`config.mk`:
```
export PLATFORM = sky130hd
export DESIGN_NAME = fetch_unit
export DESIGN_NICKNAME = d
export VERILOG_FILES = /design/src/rtl/fetch_unit_pkg.sv /design/src/rtl/fetch_unit_inst_buffer.sv /design/src/rtl/fetch_unit.sv
export SDC_FILE = /design/constraint.sdc
export NUM_CORES = 1
export LEC_CHECK = 0
export BUFFER_PORTS_ARGS = -buffer_cell sky130_fd_sc_hd__buf_2
export CAP_MARGIN = 15
export CORE_MARGIN = 2
export CORE_UTILIZATION = 55
export CTS_BUF_LIST = sky130_fd_sc_hd__clkbuf_8
export DETAILED_ROUTE_END_ITERATION = 7
export PLACE_DENSITY = 0.8
export SLEW_MARGIN = 5
export SYNTH_ARGS = -nofsm -noshare
export SYNTH_HDL_FRONTEND = slang
export SYNTH_SLANG_ARGS = --single-unit
```
`constraint.sdc`:
```
create_clock -name clk -period 4.5 [get_ports clk]
set_input_delay 0.225 -clock clk [delete_from_list [all_inputs] [get_ports clk]]
set_output_delay 0.225 -clock clk [all_outputs]
set_load 0.01 [all_outputs]
```
`src/rtl/fetch_unit_pkg.sv`:
```
// fetch_unit_pkg: shared definitions for the instruction-fetch slice.
//   - opcode field position and the HALT opcode
//   - fetch FSM state encoding
//   - helper that recognises a HALT instruction from its opcode field
package fetch_unit_pkg;

  localparam int OPC_MSB = 19;
  localparam int OPC_LSB = 16;
  localparam logic [3:0] OP_HALT = 4'hF;

  typedef enum logic [1:0] {
    ST_RUN    = 2'b00,
    ST_STOP   = 2'b01,
    ST_HALTED = 2'b10
  } fetch_state_e;

  function automatic logic opcode_is_halt(input logic [OPC_MSB-OPC_LSB:0] opc);
    return opc == OP_HALT;
  endfunction

endpackage

```
`src/rtl/fetch_unit_inst_buffer.sv`:
```
// inst_buffer: DEPTH-entry circular FIFO holding {inst, pc} pairs.
// Ports:
//   clk, reset  clock, synchronous active-high reset (control state only)
//   push, pop   enqueue din / dequeue head; both may happen in one cycle, even when full
//   flush       empties the buffer; wins over a same-cycle push
//   din, dout   entry in / entry at head (dout is meaningless while empty)
//   count       number of valid entries
//   empty       count == 0
module inst_buffer #(
  parameter int WIDTH = 30,
  parameter int DEPTH = 2,
  parameter int CNT_W = $clog2(DEPTH + 1)
) (
  input  logic             clk,
  input  logic             reset,
  input  logic             push,
  input  logic             pop,
  input  logic             flush,
  input  logic [WIDTH-1:0] din,
  output logic [WIDTH-1:0] dout,
  output logic [CNT_W-1:0] count,
  output logic             empty
);

  localparam int PTR_W = (DEPTH > 1) ? $clog2(DEPTH) : 1;

  logic [WIDTH-1:0] mem [DEPTH];
  logic [PTR_W-1:0] wr_ptr;
  logic [PTR_W-1:0] rd_ptr;

  function automatic logic [PTR_W-1:0] ptr_inc(input logic [PTR_W-1:0] p);
    return (p == PTR_W'(DEPTH - 1)) ? '0 : p + PTR_W'(1);
  endfunction

  always_ff @(posedge clk) begin
    if (reset || flush) begin
      wr_ptr <= '0;
      rd_ptr <= '0;
      count  <= '0;
    end else begin
      if (push) wr_ptr <= ptr_inc(wr_ptr);
      if (pop)  rd_ptr <= ptr_inc(rd_ptr);
      count <= count + CNT_W'(push) - CNT_W'(pop);
    end
  end

  // Storage carries no reset; occupancy is tracked by count alone.
  always_ff @(posedge clk) begin
    if (push && !flush) mem[wr_ptr] <= din;
  end

  assign dout  = mem[rd_ptr];
  assign empty = (count == '0);

endmodule

```
`src/rtl/fetch_unit.sv`:
```
// fetch_unit: instruction-fetch stage.
// Drives the memory PC port, captures the instruction returned one cycle later
// into a small buffer, and presents {ir, ir_pc} to decode over valid/ready.
// Handles branch redirect (flush + squash of the in-flight read) and HALT.
// Ports:
//   clk, reset           clock, synchronous active-high reset
//   pc, fetch_en         fetch address / request qualifier to memory
//   inst                 memory data, valid the cycle after a request
//   ir, ir_pc, ir_valid  buffer head towards decode (zero while not valid)
//   ir_ready             decode accepts the head this cycle
//   redirect, redirect_pc  taken branch/jump and its target
//   halt                 sticky: HALT instruction was consumed by decode
module fetch_unit
  import fetch_unit_pkg::*;
#(
  parameter int                ADDR_W   = 10,
  parameter int                DATA_W   = 20,
  parameter int                DEPTH    = 2,
  parameter logic [ADDR_W-1:0] RESET_PC = '0
) (
  input  logic              clk,
  input  logic              reset,
  output logic [ADDR_W-1:0] pc,
  output logic              fetch_en,
  input  logic [DATA_W-1:0] inst,
  output logic [DATA_W-1:0] ir,
  output logic [ADDR_W-1:0] ir_pc,
  output logic              ir_valid,
  input  logic              ir_ready,
  input  logic              redirect,
  input  logic [ADDR_W-1:0] redirect_pc,
  output logic              halt
);

  localparam int ENT_W = ADDR_W + DATA_W;
  localparam int CNT_W = $clog2(DEPTH + 1);

  fetch_state_e state, state_nxt;

  logic [ADDR_W-1:0] req_pc_p1;
  logic              vld_p1;
  logic              squash_p1;

  logic [ENT_W-1:0]  buf_dout;
  logic [CNT_W-1:0]  buf_count;
  logic              buf_empty;
  logic [DATA_W-1:0] head_inst;
  logic [ADDR_W-1:0] head_pc;

  logic              halted;
  logic              redirect_ok;
  logic              pop;
  logic              ret;
  logic              halt_ret;
  logic              halt_pop;
  logic [CNT_W:0]    occ;

  assign halted      = (state == ST_HALTED);
  assign redirect_ok = redirect & ~halted;

  assign head_inst = buf_dout[ENT_W-1:ADDR_W];
  assign head_pc   = buf_dout[ADDR_W-1:0];

  assign ir_valid = ~buf_empty & ~halted;
  assign ir       = ir_valid ? head_inst : '0;
  assign ir_pc    = ir_valid ? head_pc   : '0;
  assign halt     = halted;

  assign pop      = ir_valid & ir_ready;
  assign ret      = vld_p1 & ~squash_p1;
  assign halt_ret = ret & opcode_is_halt(inst[OPC_MSB:OPC_LSB]);
  assign halt_pop = pop & opcode_is_halt(head_inst[OPC_MSB:OPC_LSB]);

  // Occupancy after this edge: the returning read always lands, the head may
  // leave. A new request is only issued if a slot is guaranteed for it.
  // A returning HALT also blocks the request so nothing younger is fetched.
  assign occ      = {1'b0, buf_count} + (CNT_W+1)'(vld_p1) - (CNT_W+1)'(pop);
  assign fetch_en = ~reset & (state == ST_RUN) & ~redirect & ~halt_ret
                    & (occ < (CNT_W+1)'(DEPTH));

  always_comb begin
    state_nxt = state;
    case (state)
      ST_RUN:    if (halt_ret && !redirect) state_nxt = ST_STOP;
      ST_STOP: begin
        if (halt_pop)      state_nxt = ST_HALTED;
        else if (redirect) state_nxt = ST_RUN;
      end
      ST_HALTED: state_nxt = ST_HALTED;
      default:   state_nxt = ST_RUN;
    endcase
  end

  // ---- stage 0 -> 1: request issue (pc, FSM, in-flight tracking) ----
  always_ff @(posedge clk) begin
    if (reset) begin
      state     <= ST_RUN;
      pc        <= RESET_PC;
      vld_p1    <= 1'b0;
      squash_p1 <= 1'b0;
    end else begin
      state     <= state_nxt;
      vld_p1    <= fetch_en;
      squash_p1 <= redirect_ok & vld_p1;
      if (redirect_ok)   pc <= redirect_pc;
      else if (fetch_en) pc <= pc + ADDR_W'(1);
    end
  end

  always_ff @(posedge clk) begin
    if (fetch_en) req_pc_p1 <= pc;
  end

  // ---- stage 1 -> buffer: memory return captured with its address ----
  inst_buffer #(
    .WIDTH (ENT_W),
    .DEPTH (DEPTH),
    .CNT_W (CNT_W)
  ) u_buf (
    .clk   (clk),
    .reset (reset),
    .push  (ret),
    .pop   (pop),
    .flush (redirect_ok),
    .din   ({inst, req_pc_p1}),
    .dout  (buf_dout),
    .count (buf_count),
    .empty (buf_empty)
  );

endmodule

```
# Yosys cells after proc, flatten, opt, wreduce, memory -nomap -nowiden
# Memories as Yosys holds them, arrays and structs flattened. A register that Yosys moved wholly into a read port is not among the register bits.
# Index checks and enable logic that the tools add are counted.
# word_totals
register_bits	28
latchBits	0
mem_bits_rw	60
romBits	0
input_bits	34
out_inout_bits	43
elab_cells	63
n_memories	1
# mem_list
memory	depth	width	read_ports	rd_ports_with_merged_regs	write_ports	line_no	text
u_buf.mem	2	30	1	1	1	fetch_unit_inst_buffer.sv:27	logic [WIDTH-1:0] mem [DEPTH];
# op_classes
add_sub_neg	7
multipliers	0
div	0
n_lt_le_gt_ge	1
n_eq_ne	6
shifts	0
n_mux	14
bitwise_logic	17
n_reduce_logical	9
# ops
cell	count
10-bit 2-to-1 mux	3
20-bit 2-to-1 mux	1
1-bit AND	11
10-bit by 1-bit adder with 10-bit output (second input constant)	1
4-bit == test (second input constant)	2
1-bit 2-to-1 mux	6
2-bit 2-to-1 mux	3
1-bit inverter	6
2-bit case mux with 3 select lines	1
2-bit logical NOT	2
2-bit by 1-bit adder with 3-bit output	1
3-bit by 2-bit less-than comparator with 1-bit output (second input constant)	1
3-bit inequality test (second input constant)	1
3-bit by 1-bit subtractor with 3-bit output	1
1-bit adder (second input constant)	2
2-bit by 1-bit adder with 2-bit output	1
2-bit by 1-bit == test with 1-bit output (second input constant)	1
2-bit == test (second input constant)	1
1-bit logical AND	2
1-bit logical NOT	2
2-bit by 1-bit inequality test with 1-bit output (second input constant)	1
2-bit AND reduction	1
2-bit nonzero test	1
2-bit by 1-bit subtractor with 2-bit output	1
1-bit logical OR	1

# Depth between registers and ports, before layout
# Gate-level depths: netlist of the first run.
# depth
depth_word	9
ltp_mapped	13
mapped_depth_nobuf	11

# By module
# Synthesis of the first run repeated with hierarchy kept, for this count alone.
# unflattened
hier_cells	267
hier_area_um2	3814.9
# by_module_without_submodules
module	instances	cells_each	area_each_um2	seq_area_each_um2
inst_buffer	1	113	2398.6	1901.8
fetch_unit	1	154	1416.4	580.6

# Least setup slack after synthesis of the first run
# No wires, ideal clock.
# synth_timing
path_kind	reg2reg
start	reg state[0]
end	mem u_buf.mem[0][0] (enable)
setup_ns	0.455
arrival_ns	3.039
required_ns	4.045
setup_slack_ns	1.006
stages_incl_launch_ff	6
path_buffers	2
period_less_slack_ns	3.494
cell_sequence	dfxtp_1 > buf_2 > nand2b_1 > and2_1 > buf_2 > nor3_1
# synth_via
elab_chain_cells	7
# synth_rtl
element	line_no	text
from (decl)	fetch_unit.sv:38	fetch_state_e state, state_nxt;
from (signal assigned)	fetch_unit.sv:102	state <= state_nxt;
2-bit == test	fetch_unit.sv:58	assign halted = (state == ST_HALTED);
1-bit inverter	fetch_unit.sv:59	assign redirect_ok = redirect & ~halted;
1-bit AND	fetch_unit.sv:59	
1-bit logical NOT	fetch_unit_inst_buffer.sv:49	if (push && !flush) mem[wr_ptr] <= din;
1-bit logical AND	fetch_unit_inst_buffer.sv:49	
1-bit 2-to-1 mux	fetch_unit_inst_buffer.sv:49	
1-bit 2-to-1 mux (not written as such)	fetch_unit_inst_buffer.sv:49	
to (decl)	fetch_unit_inst_buffer.sv:27	
# Every way passes these cells.

# Final worst setup path of the first run
# layout_timing
start	reg state[0]
end	out fetch_en
# layout_via
elab_chain_cells	7
word_cells_on_any_way	11
classes_between	add/sub (1); order compare (1); eq/ne (1); bitwise (7); reduce/logical (1)
# layout_rtl
element	line_no	text
2-bit == test	fetch_unit.sv:58	
1-bit inverter	fetch_unit.sv:64	assign ir_valid = ~buf_empty & ~halted;
1-bit AND	fetch_unit.sv:64	
1-bit AND	fetch_unit.sv:69	assign pop = ir_valid & ir_ready;
named net pop	fetch_unit.sv:52	logic pop;
3-bit by 1-bit subtractor with 3-bit output	fetch_unit.sv:77	assign occ = {1'b0, buf_count} + (CNT_W+1)'(vld_p1) - (CNT_W+1)'(pop);
3-bit by 2-bit less-than comparator with 1-bit output	fetch_unit.sv:79	& (occ < (CNT_W+1)'(DEPTH));
1-bit AND	fetch_unit.sv:79	
to (decl)	fetch_unit.sv:24	output logic fetch_en,
# The timed path passes the listed nets, and every way through them passes these cells.

==> run summary, run 1 <==
Status - finished clean
Starting Density - 56.9%
Post-CTS Setup Inserts - 0
Wire per inst - 16.1 µm
RePlAce Congestion - 0.859
CP Launch Type - register
Asr flop ratio synth - 0%
Fin util - 67.1%
I/O Pins - 77
Top sig layer - met4
Final Hold Fails - 0
CTS tree - done
Worst-skew pair later-pin latency - 0.34 ns
Worst Hold Class - input port to register
Synth area leaders - edfxtp_1 58%, dfxtp_1 10%, mux2i_1 8.0%, nor2_1 4.2%, inv_1 1.6%
Number of global-route vias before repair - 2368
Fillers - 451
Max-Cap Viols - 0
Metal2 WL - 3420 µm
FF+latch count, synth - 89
Die H - 85.3 µm
Syn Inst Count - 269
Port buffer count - 76
WP data required - 4.28 ns
Via Count - 2364
Final setup violation count - 0
CP Class - register to output pin
# nets final - 386
Met3 Wirelength - 450 µm
Initial antenna violation count - 0
Clock power share - 33.8%
Yosys top cell area share - 57.9%
Register area share after synthesis - 68.3%
Post-DP HPWL - 4700 µm
Critical Path Fanout Max - 11
Gr ovfl total - 0
Post-CTS Resized - 0
CTS sink count - 89
TritonCTS Buffers - 9
Root buffer cell - clkbuf_8
Tcrit/Tclk final - 88.6%
Final Max Tran Viols - 0
First-pass GRT wire length - 11300 µm
Antenna cells - 0
Rel. slew slack - 28.7%
Crit end category - output pin
FMAX - 0.251 GHz
Combinational share of power - 9.2%
Pin count of the biggest net entering global routing - 32
Seq pwr share - 57.1%
Cts hold-fix bufs - 0
Power per Cell Area - 388 nW/µm²
RSZ-0062 raised after global routing - no
Main synth FF type - edfxtp_1
Mapped Avg Cell Area - 13.5 µm²
Setup Skew - 0.00664 ns
H-tree depth reported by CTS - 3
Yosys warning count - 0
Number of synthesized flops with an enable pin - 70
Vias per inst - 5.51
Area leader, netlist - edfxtp_1
Leakage - 0.00164 µW
Overall Global Routing Usage - 20.2%
Area of the core - 6390 µm²
Wire length on met1 - 2960 µm
Syn nets - 308
Net Sw Frac - 22.5%
Drt drc - 0
Num rows - 29
Die X - 85.3 µm
Iter 0 DRT Violations - 168
Clk slew on worst S/H paths - 0.08 ns
Clk buf depth - 2
Mapped Area - 3630 µm²
Antenna Violating Nets Remaining - 0
Slew @ Worst Pin - 1.06 ns
Post-layout min period - 3.99 ns
CP arrival - 3.76 ns
Worst VDD drop - 0.261 mV
Sw power - 375 µW
DR pass1 iterations - 4
Internal - 1290 µW
Setup TNS Final - 0 ns
Die area - 7270 µm²
Synth unique cells - 43
Area growth syn-to-layout - 18.0%
DRT Wirelength - 6910 µm
Layout cells sized above 1 - 27.0%
## layout by cell type (no fill, tap or decap), drive strengths merged, types with 4 or more instances in the layout
master / netlist / layout
nor3: 11 / 11
a311oi: 4 / 4
xnor2: 4 / 4
ha: 4 / 4
inv: 15 / 18
dfxtp: 19 / 19
edfxtp: 70 / 70
nand3: 4 / 4
nand2: 9 / 9
nor2: 41 / 41
clkbuf: 5 / 9
mux2i: 29 / 29
buf: 7 / 79
o21ai: 4 / 4
## power by group through the flow
stage	Sequential (µW)	Combinational [µW]	Clock [µW]
2_1_floorplan	961	89.5	0
3_3_place_gp	965	147	0
3_5_place_dp	968	152	0
4_1_cts	949	153	567
5_1_grt	954	170	600
6_report	949	152	562
## worst paths after layout
kind                     start          endpoint  slack, ns  depth (start not counted)
setup / recovery      state[0]          fetch_en       0.51                         12
hold / removal        inst[15]  u_buf.mem[0][25]       0.07                          1
setup reg to reg      state[0]             pc[4]       0.76                         11
hold reg to reg   req_pc_p1[7]   u_buf.mem[0][7]       0.45                          0
## sequential cells by signal, indices dropped and copies added, names as in the netlist, named ones only
name,count
squash_p1,1
u_buf.count,2
req_pc_p1,10
state,2
pc,10
vld_p1,1
u_buf.wr_ptr,1
u_buf.mem,60
u_buf.rd_ptr,1
## cells in the mapped netlist (all sizes together) (2+ instances only)
| master | n |
|---|---|
| a2111oi | 3 |
| and3 | 3 |
| xnor2 | 4 |
| o211ai | 2 |
| clkbuf | 5 |
| nand3 | 4 |
| nand4 | 2 |
| a21oi | 2 |
| and4 | 2 |
| buf | 7 |
| a311oi | 4 |
| dfxtp | 19 |
| nand2 | 9 |
| o31ai | 3 |
| mux2i | 29 |
| ha | 4 |
| nor2 | 41 |
| a31oi | 2 |
| o311a | 2 |
| nand2b | 3 |
| o21ai | 4 |
| or4 | 3 |
| and2 | 2 |
| nor4 | 2 |
| edfxtp | 70 |
| inv | 15 |
| nor3 | 11 |
## through the flow
step / instances / total power (µW) / instance area (µm²) / setup WS [ns] / hold WS [ns]
finish: 429 / 1660 / 4290 / 0.514 / 0.0679
global route: 429 / 1720 / 4290 / 0.304 / 0.0568
CTS: 429 / 1670 / 4290 / 0.562 / 0.0587
detailed placement: 413 / 1120 / 4080 / 0.822 / 0.417
global placement: 413 / 1110 / 4080 / 1.09 / 0.414
floorplan: 269 / 1050 / 3630 / 1.01 / 0.302
## layer usage
metal | up-vias | global-route usage, %
li1 | 1151 | -
met1 | 1120 | 26.6
met2 | 85 | 32.2
met3 | 8 | 4.28
met4 | 0 | 9.96
met5 | - | 0
## layout make-up
class                   count  area, µm²  area share (%)
flip-flops and latches     89       2480            58.0
clock inverters             7       78.8            1.84
clock buffers               9        124            2.89
well taps                  77       96.3            2.25
repair buffers             79        403            9.40
inverters                  15       56.3            1.31
multi-input cells         153       1040            24.4
## cells by family after synthesis
group / share of synthesized area, %
flops: 68.3
simple gates: 11.9
mux: 7.99
compound gates: 5.75
buf+inv: 3.17
fa+ha+maj: 1.93
xor+xnor: 0.964
## worst max-delay path, cell delays in order (launching register included)
cell      delay, ns
dfxtp_1        0.49
nand2b_1       0.26
inv_1          0.11
nor3_1         0.35
ha_1           0.31
inv_1          0.08
nand2_1        0.08
fa_1           0.50
nor4b_2        0.27
o211a_1        0.28
nand2_1        0.14
inv_1          0.34
buf_2          0.21
Power figures use the tool's default switching activity.
==> run 2: changes to the inputs <==
SYNTH_HIERARCHICAL = 1   (was not set)
==> run summary, run 2 <==
Clk buf depth - 2
# nets final - 390
Post-CTS Setup Inserts - 0
Critical Path Fanout Max - 12
CP arrival - 3.60 ns
Buffers plus inverters on the worst setup path - 3
Antenna cells - 0
Most frequent cells in the layout - 76 x buf_2, 70 x edfxtp_1, 36 x and2_1
Final Hold Fails - 0
Crit end category - output pin
Pin count of the biggest net entering global routing - 34
Dpl cell area - 4280 µm²
Rel. slew slack - 58.1%
Overall Global Routing Usage - 19.3%
Most instantiated library cell after synthesis - edfxtp_1
Max-Cap Viols - 0
Wire per inst - 16.1 µm
Starting Density - 56.5%
R2R setup slack - 1.12 ns
Cts hold-fix bufs - 0
Num rows - 30
CTS sink count - 89
First-pass GRT wire length - 11000 µm
Setup Skew - 0.00772 ns
Area growth syn-to-layout - 17.7%
Mapped Avg Cell Area - 14.3 µm²
Setup TNS Final - 0 ns
Max reg flops - 60
Post-layout min period - 3.83 ns
Largest registers - u_buf/mem: 60 flops, pc: 10 flops, req_pc_p1: 10 flops
Fin area - 4490 µm²
Power per Cell Area - 374 nW/µm²
CP max-delay cell - fa_1
Instance count on the critical path - 12
Die X - 87.3 µm
Tcrit/Tclk final - 85.0%
Via Count - 2458
Worst reg-to-reg path cell count - 11
TritonCTS Buffers - 9
Synth area leaders - edfxtp_1 55%, dfxtp_1 10%, mux2_2 8.9%, and2_1 5.9%, ha_1 1.3%
CP Launch Type - register
CTS tree - done
FF+latch count, synth - 89
DR pass1 iterations - 4
Clk slew on worst S/H paths - 0.09 ns
Top cell by count, worst path - nand2b_1
Final setup violation count - 0
Yosys top cell area share - 55.1%
Port buffer count - 76
Gr ovfl total - 0
Number of synthesized flops with an enable pin - 70
Leakage - 0.00176 µW
Fillers - 513
Worst R2R Start - state[0]
Asr flop ratio synth - 0%
RePlAce Congestion - 0.937
Root buffer cell - clkbuf_8
Die H - 87.3 µm
Top reg by flops - u_buf/mem
Post-DP HPWL - 4750 µm
Initial antenna violation count - 0
Final Max Tran Viols - 0
Antenna Violating Nets Remaining - 0
Syn Inst Count - 267
Vias per inst - 5.64
FMAX - 0.261 GHz
Critical Path Max Stage Delay - 0.47 ns
Yosys warning count - 6
Iter 0 DRT Violations - 162
Main synth FF type - edfxtp_1
Syn nets - 306
Worst hold start - inst[8]
H-tree depth reported by CTS - 3
Crit path cell chain - nand2b_1 > inv_2 > nor2_2 > and2_1 > ha_1 > nand2b_1 > fa_1 > nor2b_1 > and3_1 > nand2_1 > inv_1 > buf_2
Top Family by Delay on Critical Path - simple AND/OR/NAND/NOR gates
CP Class - register to output pin
Worst Hold Class - input port to register
Synth top cells by count - 70 x edfxtp_1, 36 x and2_1, 30 x mux2_2
Slew @ Worst Pin - 0.628 ns
Area of the core - 6760 µm²
Number of global-route vias before repair - 2336
RSZ-0062 raised after global routing - no
Synth unique cells - 43
Register area share after synthesis - 65.1%
Worst VDD drop - 0.216 mV
Worst Hold Path Cells - 1
Status - finished clean
I/O Pins - 77
Die area - 7620 µm²
Most common cell after layout, fill and taps aside - buf_2
Layout cells sized above 1 - 37.4%
Post-CTS Resized - 0
Drt drc - 0
Area leader, netlist - edfxtp_1
Final Non-Filler Cells - 436
WP data required - 4.28 ns
DRT Wirelength - 7020 µm
Dpl cells - 420
Crit path from - state[0]
Worst-skew pair later-pin latency - 0.35 ns
Mapped Area - 3810 µm²
## run 2: final timing paths
path,endpoint
setup reg to reg,req_pc_p1[9]
setup / recovery,fetch_en
hold / removal,u_buf/mem[0][18]
hold reg to reg,u_buf/mem[1][7]
## run 2: worst register-to-register path: stages (launching register included)
cell	delay, ns
dfxtp_1	0.39
nand2b_1	0.26
inv_2	0.14
nor2_2	0.12
and2_1	0.20
ha_1	0.24
nand2b_1	0.15
fa_1	0.47
nor2b_1	0.25
and3_1	0.28
nand2_1	0.13
inv_1	0.40
## run 2: layout make-up
cell class              instances  area, µm²  share of cell area, %
clock buffers                   9        124                   2.76
flip-flops and latches         89       2480                   55.3
clock inverters                 7       82.6                   1.84
well taps                      80        100                   2.23
repair buffers                 80        410                   9.14
multi-input cells             162       1260                   28.0
inverters                       9       33.8                  0.753
## run 2: cells by family after synthesis
group                      after synthesis  share of synthesized area, %
and+or+nand+nor                         96                          15.4
adders and majority gates                5                          1.84
xor gates and xnor gates                 4                          1.28
muxes                                   30                          8.86
AOI/OAI and AO/OA                       27                          5.35
DFF                                     89                          65.1
buffers and inverters                   16                          2.20
## run 2: per-layer routing
metal  track usage (%)  vias up  wire (µm)
met5                 0        -          0
li1                  -     1194          -
met1              25.2     1168       3020
met4              6.57        0        101
met2              30.6       82       3470
met3              6.07       14        420
## run 2: per-stage QoR
stage	setup slack [ns]	power (µW)	util (%)	hold slack, ns
after detailed placement	1.07	1140	63.4	0.419
final	0.675	1680	66.4	0.0596
after global placement	1.22	1130	63.4	0.415
after global routing	0.423	1750	66.4	0.0307
after floorplan	0.863	1060	-	0.294
after CTS	0.660	1690	66.4	0.0384
## run 2: power breakdown
group	total (µW)	internal [µW]	leakage (µW)	switching [µW]
combinational	171	75.1	0.000862	95.5
sequential	949	925	0.000796	24.4
clock	561	266	0.0000988	295
total	1680	1270	0.00176	415
==> run 3: changes to the inputs <==
CORE_MARGIN = not set   (was 2)
HOLD_SLACK_MARGIN = 0.08   (was not set)
clock period = 4.35 ns   (was 4.5 ns; I/O delays follow)
==> run summary, run 3 (same netlist as run 2, synthesis figures left out) <==
Max reg flops - 60
# nets final - 409
Post-layout min period - 3.88 ns
Setup Skew - 0.00737 ns
Total power - 1670 µW
Final setup violation count - 0
I/O Pins - 77
Pin count of the biggest net entering global routing - 34
Antenna Violating Nets Remaining - 0
Clk slew on worst S/H paths - 0.09 ns
Met3 Wirelength - 418 µm
Setup TNS Final - 0 ns
Post-DP HPWL - 5140 µm
Starting Density - 58.4%
Worst VDD drop - 0.237 mV
CP Class - register to output pin
Port buffer count - 76
Critical Path Fanout Max - 12
Worst-skew pair later-pin latency - 0.35 ns
Most common cell after layout, fill and taps aside - buf_2
RSZ-0062 raised after global routing - no
Layout cells sized above 1 - 35.5%
Wire length on met1 - 3340 µm
Clk buf depth - 2
Crit end category - output pin
Vias per inst - 5.75
Largest registers - u_buf/mem: 60 flops, pc: 10 flops, req_pc_p1: 10 flops
CTS sink count - 89
Antenna cells - 0
Rel. slew slack - 61.5%
Initial antenna violation count - 0
Metal2 WL - 3880 µm
FMAX - 0.258 GHz
Post-CTS Resized - 0
Gr ovfl total - 0
Die area - 7270 µm²
Leakage - 0.00183 µW
First-pass GRT wire length - 12700 µm
Iter 0 DRT Violations - 164
Post-CTS Setup Inserts - 0
Power per Cell Area - 361 nW/µm²
Num rows - 29
Top sig layer - met4
Wire per inst - 17.4 µm
Most frequent cells in the layout - 76 x buf_2, 70 x edfxtp_1, 36 x and2_1
Overall Global Routing Usage - 23.3%
CTS tree - done
RePlAce Congestion - 1.03
H-tree depth reported by CTS - 3
DRT Wirelength - 7870 µm
Via Count - 2597
Die X - 85.3 µm
CP arrival - 3.66 ns
Final Max Tran Viols - 0
WP data required - 4.13 ns
Status - finished clean
Final Hold Fails - 0
Slew @ Worst Pin - 0.576 ns
Area of the core - 6530 µm²
CP Launch Type - register
Area growth syn-to-layout - 21.6%
Max-Cap Viols - 0
TritonCTS Buffers - 9
Root buffer cell - clkbuf_8
Number of global-route vias before repair - 2643
Tcrit/Tclk final - 89.1%
Worst Hold Class - input port to register
Drt drc - 0
Die H - 85.3 µm
DR pass1 iterations - 4
Top reg by flops - u_buf/mem
==> run 3: timing repair <==
action | 4_1_cts | 5_1_grt
hold buffers | 19 | 0
hold endpoints to repair | 38 | 0
setup endpoints to repair | 0 | 0
==> run 3: worst max-delay path, stage by stage (launching register included) <==
cell and delay, ns:
dfxtp_1 0.39, nand2b_1 0.26, inv_2 0.12, nor2_2 0.11, and2_1 0.20, ha_1 0.25, nand2b_1 0.17, fa_1 0.49
nor2b_1 0.27, and3_1 0.29, nand2_1 0.14, inv_1 0.38, buf_2 0.23
==> run 3: where the power goes <==
group	switching [µW]	leakage, µW	total (µW)	internal, µW
logic	105	0.000942	194	89.2
registers	25.7	0.000796	982	956
clock network	291	0.0000896	499	207
total	422	0.00183	1670	1250
==> run 3: through the flow <==
stage          std cells  setup slack [ns]  utilization [%]  cell area [µm²]  hold slack [ns]
5_1_grt              452             0.235             71.0             4640           0.0829
2_1_floorplan        267             0.713                -             3810            0.287
6_report             452             0.474             71.0             4640           0.0911
3_3_place_gp         417              1.07             65.5             4280            0.406
3_5_place_dp         417             0.883             65.5             4280            0.409
4_1_cts              452             0.486             71.0             4640           0.0827
==> run 3: final timing paths <==
path	slack, ns	cells past startpoint	startpoint	endpoint
setup / recovery	0.47	12	state[0]	fetch_en
hold / removal	0.09	1	inst[17]	u_buf/mem[1][27]
setup reg to reg	0.92	11	state[0]	req_pc_p1[2]
hold reg to reg	0.46	0	req_pc_p1[2]	u_buf/mem[0][2]
==> run 3: cell type report <==
type	count	area, µm²
clock inverter	7	45.0
inverter	9	33.8
fill	485	1890
multi-input combinational	162	1260
timing repair buffer	99	601
clock buffer	9	124
sequential	89	2480
tap	77	96.3
==> run 3: routing by layer <==
layer	up-vias	track usage (%)
met1	1232	29.1
li1	1225	-
met3	26	3.89
met4	0	12.3
met5	-	0
met2	114	39.4
